==> config.mk <==
export PLATFORM = sky130hd
export DESIGN_NAME = des_round_sequencer
export DESIGN_NICKNAME = d
export VERILOG_FILES = /design/src/rtl/des_round_sequencer.sv
export SDC_FILE = /design/constraint.sdc
export NUM_CORES = 1
export LEC_CHECK = 0
export BUFFER_PORTS_ARGS = -buffer_cell sky130_fd_sc_hd__buf_2
export CORE_MARGIN = 3
export CORE_UTILIZATION = 45
export CTS_BUF_LIST = sky130_fd_sc_hd__clkbuf_2 sky130_fd_sc_hd__clkbuf_4 sky130_fd_sc_hd__clkbuf_8
export CTS_CLUSTER_SIZE = 30
export DETAILED_ROUTE_END_ITERATION = 8
export HOLD_SLACK_MARGIN = 0.02
export PLACE_DENSITY = 0.68
export SKIP_LAST_GASP = 1
export SYNTH_ARGS = -nofsm -noshare
export SYNTH_HDL_FRONTEND = slang
export SYNTH_SLANG_ARGS = --single-unit
==> constraint.sdc <==
create_clock -name clk -period 2 [get_ports clk]
set_clock_uncertainty 0.2 [all_clocks]
set_input_delay 0.1 -clock clk [delete_from_list [all_inputs] [get_ports clk]]
set_output_delay 0.1 -clock clk [all_outputs]
set_load 0.02 [all_outputs]
==> src/rtl/des_round_sequencer.sv <==
// -----------------------------------------------------------------------------
// des_round_sequencer
//
// Control FSM for an iterative DES core. It accepts one block per start
// handshake and steps the shared round datapath through LOAD (IP / PC-1),
// ROUNDS round iterations and FINAL (FP of the swapped halves). It then holds
// the result-valid flag until the consumer takes it. No data passes through
// this block; it only produces strobes, the round index and the key-schedule
// rotation control.
//
// Ports:
//   clk, rst_n      system clock (rising edge), asynchronous active-low reset
//   start_valid     requester presents block + key on the datapath inputs
//   start_ready     high only in IDLE
//   mode_decrypt    0 = encrypt, 1 = decrypt; sampled at the start handshake
//   dp_load         datapath loads IP(block) -> L/R and PC-1(key) -> C/D
//   dp_round_en     datapath performs one round this cycle
//   round_idx       current round index (0-based); 0 outside ROUND
//   key_shift_amt   C/D rotation amount for this round (0..2); 0 outside ROUND
//   key_shift_dir   0 = rotate left, 1 = rotate right; latched mode LOAD..OUT
//   dp_final        datapath captures FP({R,L}) into its output register
//   out_valid       result register valid; held until out_ready
//   out_ready       consumer accepts the result
//   busy            high in every state except IDLE
//   blocks_done     count of completed output handshakes (wraps)
// -----------------------------------------------------------------------------
module des_round_sequencer #(
  parameter int ROUNDS = 16,  // legal 1..16; only 16 is DES-compliant
  parameter int CNT_W  = 16
) (
  input  logic             clk,
  input  logic             rst_n,
  input  logic             start_valid,
  output logic             start_ready,
  input  logic             mode_decrypt,
  output logic             dp_load,
  output logic             dp_round_en,
  output logic [3:0]       round_idx,
  output logic [1:0]       key_shift_amt,
  output logic             key_shift_dir,
  output logic             dp_final,
  output logic             out_valid,
  input  logic             out_ready,
  output logic             busy,
  output logic [CNT_W-1:0] blocks_done
);

  localparam logic [3:0] LAST_IDX = 4'(ROUNDS - 1);

  typedef enum logic [2:0] {
    S_IDLE,
    S_LOAD,
    S_ROUND,
    S_FINAL,
    S_OUT
  } state_t;

  state_t           state_reg;
  logic             start_ready_reg;
  logic             dp_load_reg;
  logic             dp_round_en_reg;
  logic [3:0]       round_idx_reg;
  logic [1:0]       key_shift_amt_reg;
  logic             key_shift_dir_reg;  // doubles as the latched mode register
  logic             dp_final_reg;
  logic             out_valid_reg;
  logic             busy_reg;
  logic [CNT_W-1:0] blocks_done_reg;

  // Per-round C/D rotation. Encryption rotates left before every round.
  // Decryption rotates right after the first round: round 0 works on the
  // unrotated PC-1 output, which equals the round-16 encrypt key because the
  // full schedule rotates by 28 positions in total.
  function automatic logic [1:0] shift_amt(input logic [3:0] idx, input logic dec);
    logic [1:0] amt;
    case (idx)
      4'd0:              amt = dec ? 2'd0 : 2'd1;
      4'd1, 4'd8, 4'd15: amt = 2'd1;
      default:           amt = 2'd2;
    endcase
    return amt;
  endfunction

  always_ff @(posedge clk or negedge rst_n) begin
    if (!rst_n) begin
      state_reg         <= S_IDLE;
      start_ready_reg   <= 1'b1;
      dp_load_reg       <= 1'b0;
      dp_round_en_reg   <= 1'b0;
      round_idx_reg     <= 4'd0;
      key_shift_amt_reg <= 2'd0;
      key_shift_dir_reg <= 1'b0;
      dp_final_reg      <= 1'b0;
      out_valid_reg     <= 1'b0;
      busy_reg          <= 1'b0;
      blocks_done_reg   <= '0;
    end else begin
      case (state_reg)
        S_IDLE: begin
          if (start_valid) begin
            state_reg         <= S_LOAD;
            start_ready_reg   <= 1'b0;
            busy_reg          <= 1'b1;
            dp_load_reg       <= 1'b1;
            key_shift_dir_reg <= mode_decrypt;
          end
        end

        S_LOAD: begin
          state_reg         <= S_ROUND;
          dp_load_reg       <= 1'b0;
          dp_round_en_reg   <= 1'b1;
          round_idx_reg     <= 4'd0;
          key_shift_amt_reg <= shift_amt(4'd0, key_shift_dir_reg);
        end

        S_ROUND: begin
          if (round_idx_reg == LAST_IDX) begin
            state_reg         <= S_FINAL;
            dp_round_en_reg   <= 1'b0;
            round_idx_reg     <= 4'd0;
            key_shift_amt_reg <= 2'd0;
            dp_final_reg      <= 1'b1;
          end else begin
            round_idx_reg     <= round_idx_reg + 4'd1;
            key_shift_amt_reg <= shift_amt(round_idx_reg + 4'd1, key_shift_dir_reg);
          end
        end

        S_FINAL: begin
          state_reg     <= S_OUT;
          dp_final_reg  <= 1'b0;
          out_valid_reg <= 1'b1;
        end

        S_OUT: begin
          if (out_ready) begin
            state_reg         <= S_IDLE;
            out_valid_reg     <= 1'b0;
            start_ready_reg   <= 1'b1;
            busy_reg          <= 1'b0;
            key_shift_dir_reg <= 1'b0;
            blocks_done_reg   <= blocks_done_reg + CNT_W'(1);
          end
        end

        default: begin
          // Unreachable encodings recover to a clean IDLE.
          state_reg         <= S_IDLE;
          start_ready_reg   <= 1'b1;
          dp_load_reg       <= 1'b0;
          dp_round_en_reg   <= 1'b0;
          round_idx_reg     <= 4'd0;
          key_shift_amt_reg <= 2'd0;
          key_shift_dir_reg <= 1'b0;
          dp_final_reg      <= 1'b0;
          out_valid_reg     <= 1'b0;
          busy_reg          <= 1'b0;
        end
      endcase
    end
  end

  assign start_ready   = start_ready_reg;
  assign dp_load       = dp_load_reg;
  assign dp_round_en   = dp_round_en_reg;
  assign round_idx     = round_idx_reg;
  assign key_shift_amt = key_shift_amt_reg;
  assign key_shift_dir = key_shift_dir_reg;
  assign dp_final      = dp_final_reg;
  assign out_valid     = out_valid_reg;
  assign busy          = busy_reg;
  assign blocks_done   = blocks_done_reg;

endmodule

==> impl_metrics.yaml, run 1 <==
run_status:
  status: "finished clean"
die:
  rows: 21
  coreArea_um2: 3440
  die_h_um: 66.6
  die_w_um: 66.6
  ios: 34
  die_area_um2: 4440
  initial_core_util_pct: 48.0
logic_synthesis:
  yosys.cell_types.count: 32
  synth-seq-area-share_pct: 48.5
  yosys_warnings: 0
  async_reset_ff_share_pct: 100
  postSynthCellCount: 166
  synthTopCellsByArea: "dfrtp_1, xnor2_1, nand2_1"
  yosysTopAreaCellShare_pct: 46.9
  synth_enable_flop_cells: 0
  yosysTopAreaCell: "dfrtp_1"
  ys.flop_type: "dfrtp_1"
  ys_ff_latch: 32
  synth_area_um2: 1650
  post_synth.cell_area_avg_um2: 9.96
  syn_nets: 176
global_route:
  grt_max_degree: 33
  grt_pass1_vias: 1281
  grt_use_total_pct: 17.4
  grt.overflow.total: 0
  grt_first_pass_wirelength_mm: 5.83
  antenna_found_initial: 0
cts:
  cts_buffer_depth: 2
  cts_tree: "built"
  cts_num_sinks: 32
  h-tree-depth: 2
  cts_made_buffers: 5
  post_cts_buffers: 0
  cts.clk_slew.worst_paths_ns: 0.06
  root_buffer: "clkbuf_8"
  clock_latency_ns: 0.28
final_layout:
  largest_reg_flops: 16
  regArea_um2: 802
  final_layout_size_suffix_gt1_share_pct: 25.0
  nets: 217
  multi_input_area_um2: 790
  area_growth_pct: 21.0
  n_antenna_cell: 0
  fillers: 321
critical_path:
  crit_chain: "ha_1, xnor2_1, nand2b_1, mux2_2, a22o_1"
  critPathLaunch: "round_idx[0]$_DFFE_PN0N_"
  reg2reg_to: "key_shift_amt[1]$_DFFE_PN0N_"
  crit_path_max_fanout: 8
  crit_slowest_cell: "dfrtp_1"
  crit_path_end_kind: "register"
  r2r_slack_ns: 0.13
  crit_required_ns: 1.96
  startpoint_type: "register"
  critPathKind: "register to register"
  arrival_ns: 1.83
  r2r-start: "round_idx[0]$_DFFE_PN0N_"
  r2r_cells: 5
  cpPeakStageDelay_ns: 0.45
  crit_end: "key_shift_amt[1]$_DFFE_PN0N_"
routing:
  wl_met3_um: 232
  via_per_inst: 5.31
  drc: 0
  met2RoutedLength_mm: 1.60
  top_layer_used: "met4"
  vias: 1348
  wl_per_cell_um: 13.3
  drt-pass1-iter-count: 4
  drt-total-wl_mm: 3.39
  first_iter_violations: 45
  ant_nets: 0
  met1_length_mm: 1.53
sta:
  max_slew_margin_pct: 53.3
  fin_crit_ns: 1.87
  clock.fmax_ghz: 0.536
  tightest_slew_ns: 0.700
  slew_violations: 0
  hold_viol: 0
  setup_viol_count_final: 0
  fin_tns_setup_ns: 0
  rsz0062_at_grt: "no"
  fin_crit_sh_pct: 93.3
flow_run:
  maxCapViolCount: 0
placement:
  io_buffer_count: 33
  gp_congestion: 0.878
  dpl.hpwl_mm: 2.46
pwr:
  power_density_nw_per_um2: 1290
  total_power_mw: 2.57
  p_leak_nw: 0.987
  ir_drop_uv: 679
worst_hold_path:
  hp-class: "primary input to register"
cell type report:
class                      instances  share of cell area, %
clock buffer                       6                   4.13
clock inverter                     2                  0.500
inverter                           7                   1.31
multi-input combinational        120                   39.5
sequential                        32                   40.1
tap                               46                   2.88
timing repair buffer              41                   11.6
stage by stage:
step	setup WS, ns	hold WS, ns	instances	util, %	instance area, µm²
floorplan	0.152	-0.396	166	-	1650
global placement	0.219	-0.0157	243	54.5	1880
detailed placement	0.140	-0.00420	243	54.5	1880
CTS	0.139	0.0233	254	58.1	2000
global route	0.0188	0.0696	254	58.1	2000
finish	0.134	0.0348	254	58.1	2000
synth_stat cells (4+ instances only):
cell type / n
a21oi_1: 11
and3_1: 5
clkbuf_1: 4
dfrtp_1: 31
ha_1: 5
inv_1: 7
nand2_1: 26
nand3_1: 7
nor2_1: 6
nor3_1: 5
o21ai_0: 9
xnor2_1: 14
xor2_1: 4
placed cells by master (no fill, tap or decap), types with 2 or more instances in the layout:
cell type       n
buf_2          33
dfrtp_1        31
nand2_1        26
xnor2_1        14
a21oi_1        11
o21ai_0         9
inv_1           7
nand3_1         7
nor2_1          6
clkbuf_8        6
nor3_1          5
and3_1          5
ha_1            5
buf_4           5
xor2_1          4
nand4_1         3
o22ai_1         3
a22oi_1         3
o211ai_1        3
dlygate4sd3_1   3
nor4_4          2
nor2b_1         2
nand2b_1        2
a22o_1          2
clkinv_2        2
worst min-delay path by stage:
stage | cells after the start | start | slack [ns] | to
floorplan | 0 | rst_n | -0.40 | blocks_done[0]$_DFFE_PN0P_
CTS | 4 | mode_decrypt | 0.02 | key_shift_dir$_DFFE_PN0P_
detailed placement | 1 | rst_n | -0.004 | blocks_done[4]$_DFFE_PN0P_
finish | 4 | mode_decrypt | 0.03 | key_shift_dir$_DFFE_PN0P_
global placement | 1 | rst_n | -0.02 | key_shift_amt[1]$_DFFE_PN0N_
global route | 4 | mode_decrypt | 0.07 | key_shift_dir$_DFFE_PN0P_
cells by family after synthesis:
logic type / after synthesis / synth area share [%]
and+or+nand+nor: 62 / 21.1
DFF: 32 / 48.5
xor gates and xnor gates: 18 / 9.54
adders and majority gates: 5 / 3.79
buffers and inverters: 14 / 3.79
muxes: 1 / 0.681
AOI/OAI and AO/OA: 34 / 12.6
timing repair:
action,CTS,global route
endpoints found under the setup margin,0,1
hold buffers,3,0
resized for setup,0,1
hold endpoints to repair,36,0
worst max-delay path: cells and delay by family, from the launching register on:
family                   cells  cell delay, ns
XOR/XNOR                     1            0.18
multiplexers                 1            0.27
flip-flops                   1            0.45
AND/OR/NAND/NOR              1            0.15
AO/OA/AOI/OAI                1            0.17
adder cells (fa/ha/maj)      1            0.32
report_power, final:
part | leakage [nW] | switching (mW) | internal (mW)
clock | 0.0510 | 0.224 | 0.274
combinational | 0.521 | 0.678 | 0.443
sequential | 0.415 | 0.147 | 0.807
per-layer routing:
metal,up-vias,global-route usage [%]
met5,-,0
met4,0,5.58
met3,5,5.23
met2,40,28.1
met1,649,22.3
li1,654,-
Power figures use the tool's default switching activity.
==> run 2: changes to the inputs <==
Settings changed: CELL_PAD_IN_SITES_DETAIL_PLACEMENT set to 2, CELL_PAD_IN_SITES_GLOBAL_PLACEMENT set to 2, CORE_UTILIZATION 45 to 35, PLACE_DENSITY 0.68 to not set, PLACE_DENSITY_LB_ADDON set to 0.1.
==> impl_metrics.yaml, run 2 (synthesized netlist as in run 1, its figures left out) <==
critical_path:
  cpPeakStageDelay_ns: 0.55
  cp_top_family: "simple AND/OR/NAND/NOR gates"
  startpoint_type: "primary input"
  crit_required_ns: 1.97
  r2r-start: "round_idx[0]$_DFFE_PN0N_"
  cp.buffers_inverters: 2
  crit_slowest_cell: "dlygate4sd3_1"
  critPathKind: "primary input to register"
  critPathLaunch: "out_ready"
  crit_path_end_kind: "register"
  crit_chain: "dlygate4sd3_1, buf_2, nand4bb_4, nor4_4, nand4_1, xnor2_1"
  crit_path_max_fanout: 6
  arrival_ns: 1.81
routing:
  drt-pass1-iter-count: 4
  first_iter_violations: 33
  ant_nets: 0
  drt-total-wl_mm: 4.55
  drc: 0
  wl_per_cell_um: 17.5
  via_per_inst: 5.27
  vias: 1369
final_layout:
  n_antenna_cell: 0
  fillers: 490
  layout_commonest_cell: "buf_2"
  fin_cells: 260
  largest_reg_flops: 16
  final_cell_mix: "buf_2, dfrtp_1, nand2_1"
  final_layout_size_suffix_gt1_share_pct: 26.9
  fin_area_um2: 2030
  regArea_um2: 802
  multi_input_area_um2: 812
  nets: 217
  area_growth_pct: 22.6
placement:
  dpl.hpwl_mm: 3.38
  dp_cells: 249
  io_buffer_count: 33
  placed_area_um2: 1880
  gp_congestion: 0.837
sta:
  slew_violations: 0
  clock.fmax_ghz: 0.542
  tightest_slew_ns: 0.752
  setup_viol_count_final: 0
  fin_crit_sh_pct: 92.3
  fin_tns_setup_ns: 0
  fin_crit_ns: 1.85
  max_slew_margin_pct: 49.9
  hold_viol: 0
  rsz0062_at_grt: "no"
worst_hold_path:
  min_from: "mode_decrypt"
  hp-class: "primary input to register"
cts:
  cts_made_buffers: 5
  cts_buffer_depth: 2
  h-tree-depth: 2
  cts_num_sinks: 32
  cts.clk_slew.worst_paths_ns: 0.07
  cts_tree: "built"
  root_buffer: "clkbuf_8"
  clock_latency_ns: 0.28
  post_cts_buffers: 0
pwr:
  ir_drop_uv: 460
  power_density_nw_per_um2: 1320
  total_power_mw: 2.67
  p_leak_nw: 0.995
global_route:
  grt_use_total_pct: 17.8
  grt_pass1_vias: 1543
  antenna_found_initial: 0
  grt_max_degree: 33
  grt.overflow.total: 0
  grt_first_pass_wirelength_mm: 7.54
run_status:
  status: "finished clean"
die:
  initial_core_util_pct: 37.2
  rows: 24
  die_h_um: 74.7
  coreArea_um2: 4440
  die_w_um: 74.7
  ios: 34
  die_area_um2: 5580
flow_run:
  maxCapViolCount: 0
## run 2: final cells by class
cell class | instances | area share (%)
clock buffers | 7 | 4.14
inverters | 7 | 1.30
well taps | 52 | 3.21
repair buffers | 41 | 11.5
multi-input cells | 120 | 40.1
flip-flops and latches | 32 | 39.6
clock inverters | 1 | 0.247
## run 2: path summary, 6_finish.rpt
| check | endpoint | slack, ns | cells after the start |
|---|---|---|---|
| worst max-delay path | blocks_done[15]$_DFFE_PN0P_ | 0.15 | 6 |
| worst min-delay path | key_shift_dir$_DFFE_PN0P_ | 0.06 | 4 |
| worst max register to register | key_shift_amt[1]$_DFFE_PN0N_ | 0.18 | 5 |
| worst min register to register | start_ready$_DFFE_PN1P_ | 0.27 | 2 |
| max in group asynchronous | key_shift_dir$_DFFE_PN0P_ | 0.89 | 2 |
| min in group asynchronous | blocks_done[5]$_DFFE_PN0P_ | 0.23 | 2 |
## run 2: timing repair
item	4_1_cts	5_1_grt
hold buffers	3	0
setup endpoints to repair	0	2
resized for setup	0	5
hold endpoints to repair	35	0
## run 2: worst min-delay path: cells and delay by family
family / cells / cell delay, ns
compound gates: 2 / 0.28
buf+inv: 1 / 0.08
simple gates: 1 / 0.05
## run 2: stage by stage
stage	worst slack (ns)	util (%)	hold WS (ns)
finish	0.154	45.6	0.0647
global route	0.0232	45.6	0.120
CTS	0.0621	45.1	0.0732
detailed placement	0.0599	42.4	0.0157
global placement	0.199	42.4	-0.00128
floorplan	0.152	-	-0.396
## run 2: routing by layer
layer / track usage [%] / vias up / wire [µm]
met2: 33.4 / 22 / 2480
li1: - / 653 / -
met3: 2.94 / 5 / 113
met5: 0 / - / 0
met1: 20.7 / 689 / 1900
met4: 5.34 / 0 / 51
## run 2: report_power, final
group	internal [mW]	switching, mW	leakage [nW]
logic	0.462	0.733	0.531
clock network	0.271	0.239	0.0491
registers	0.807	0.161	0.415
total	1.54	1.13	0.995
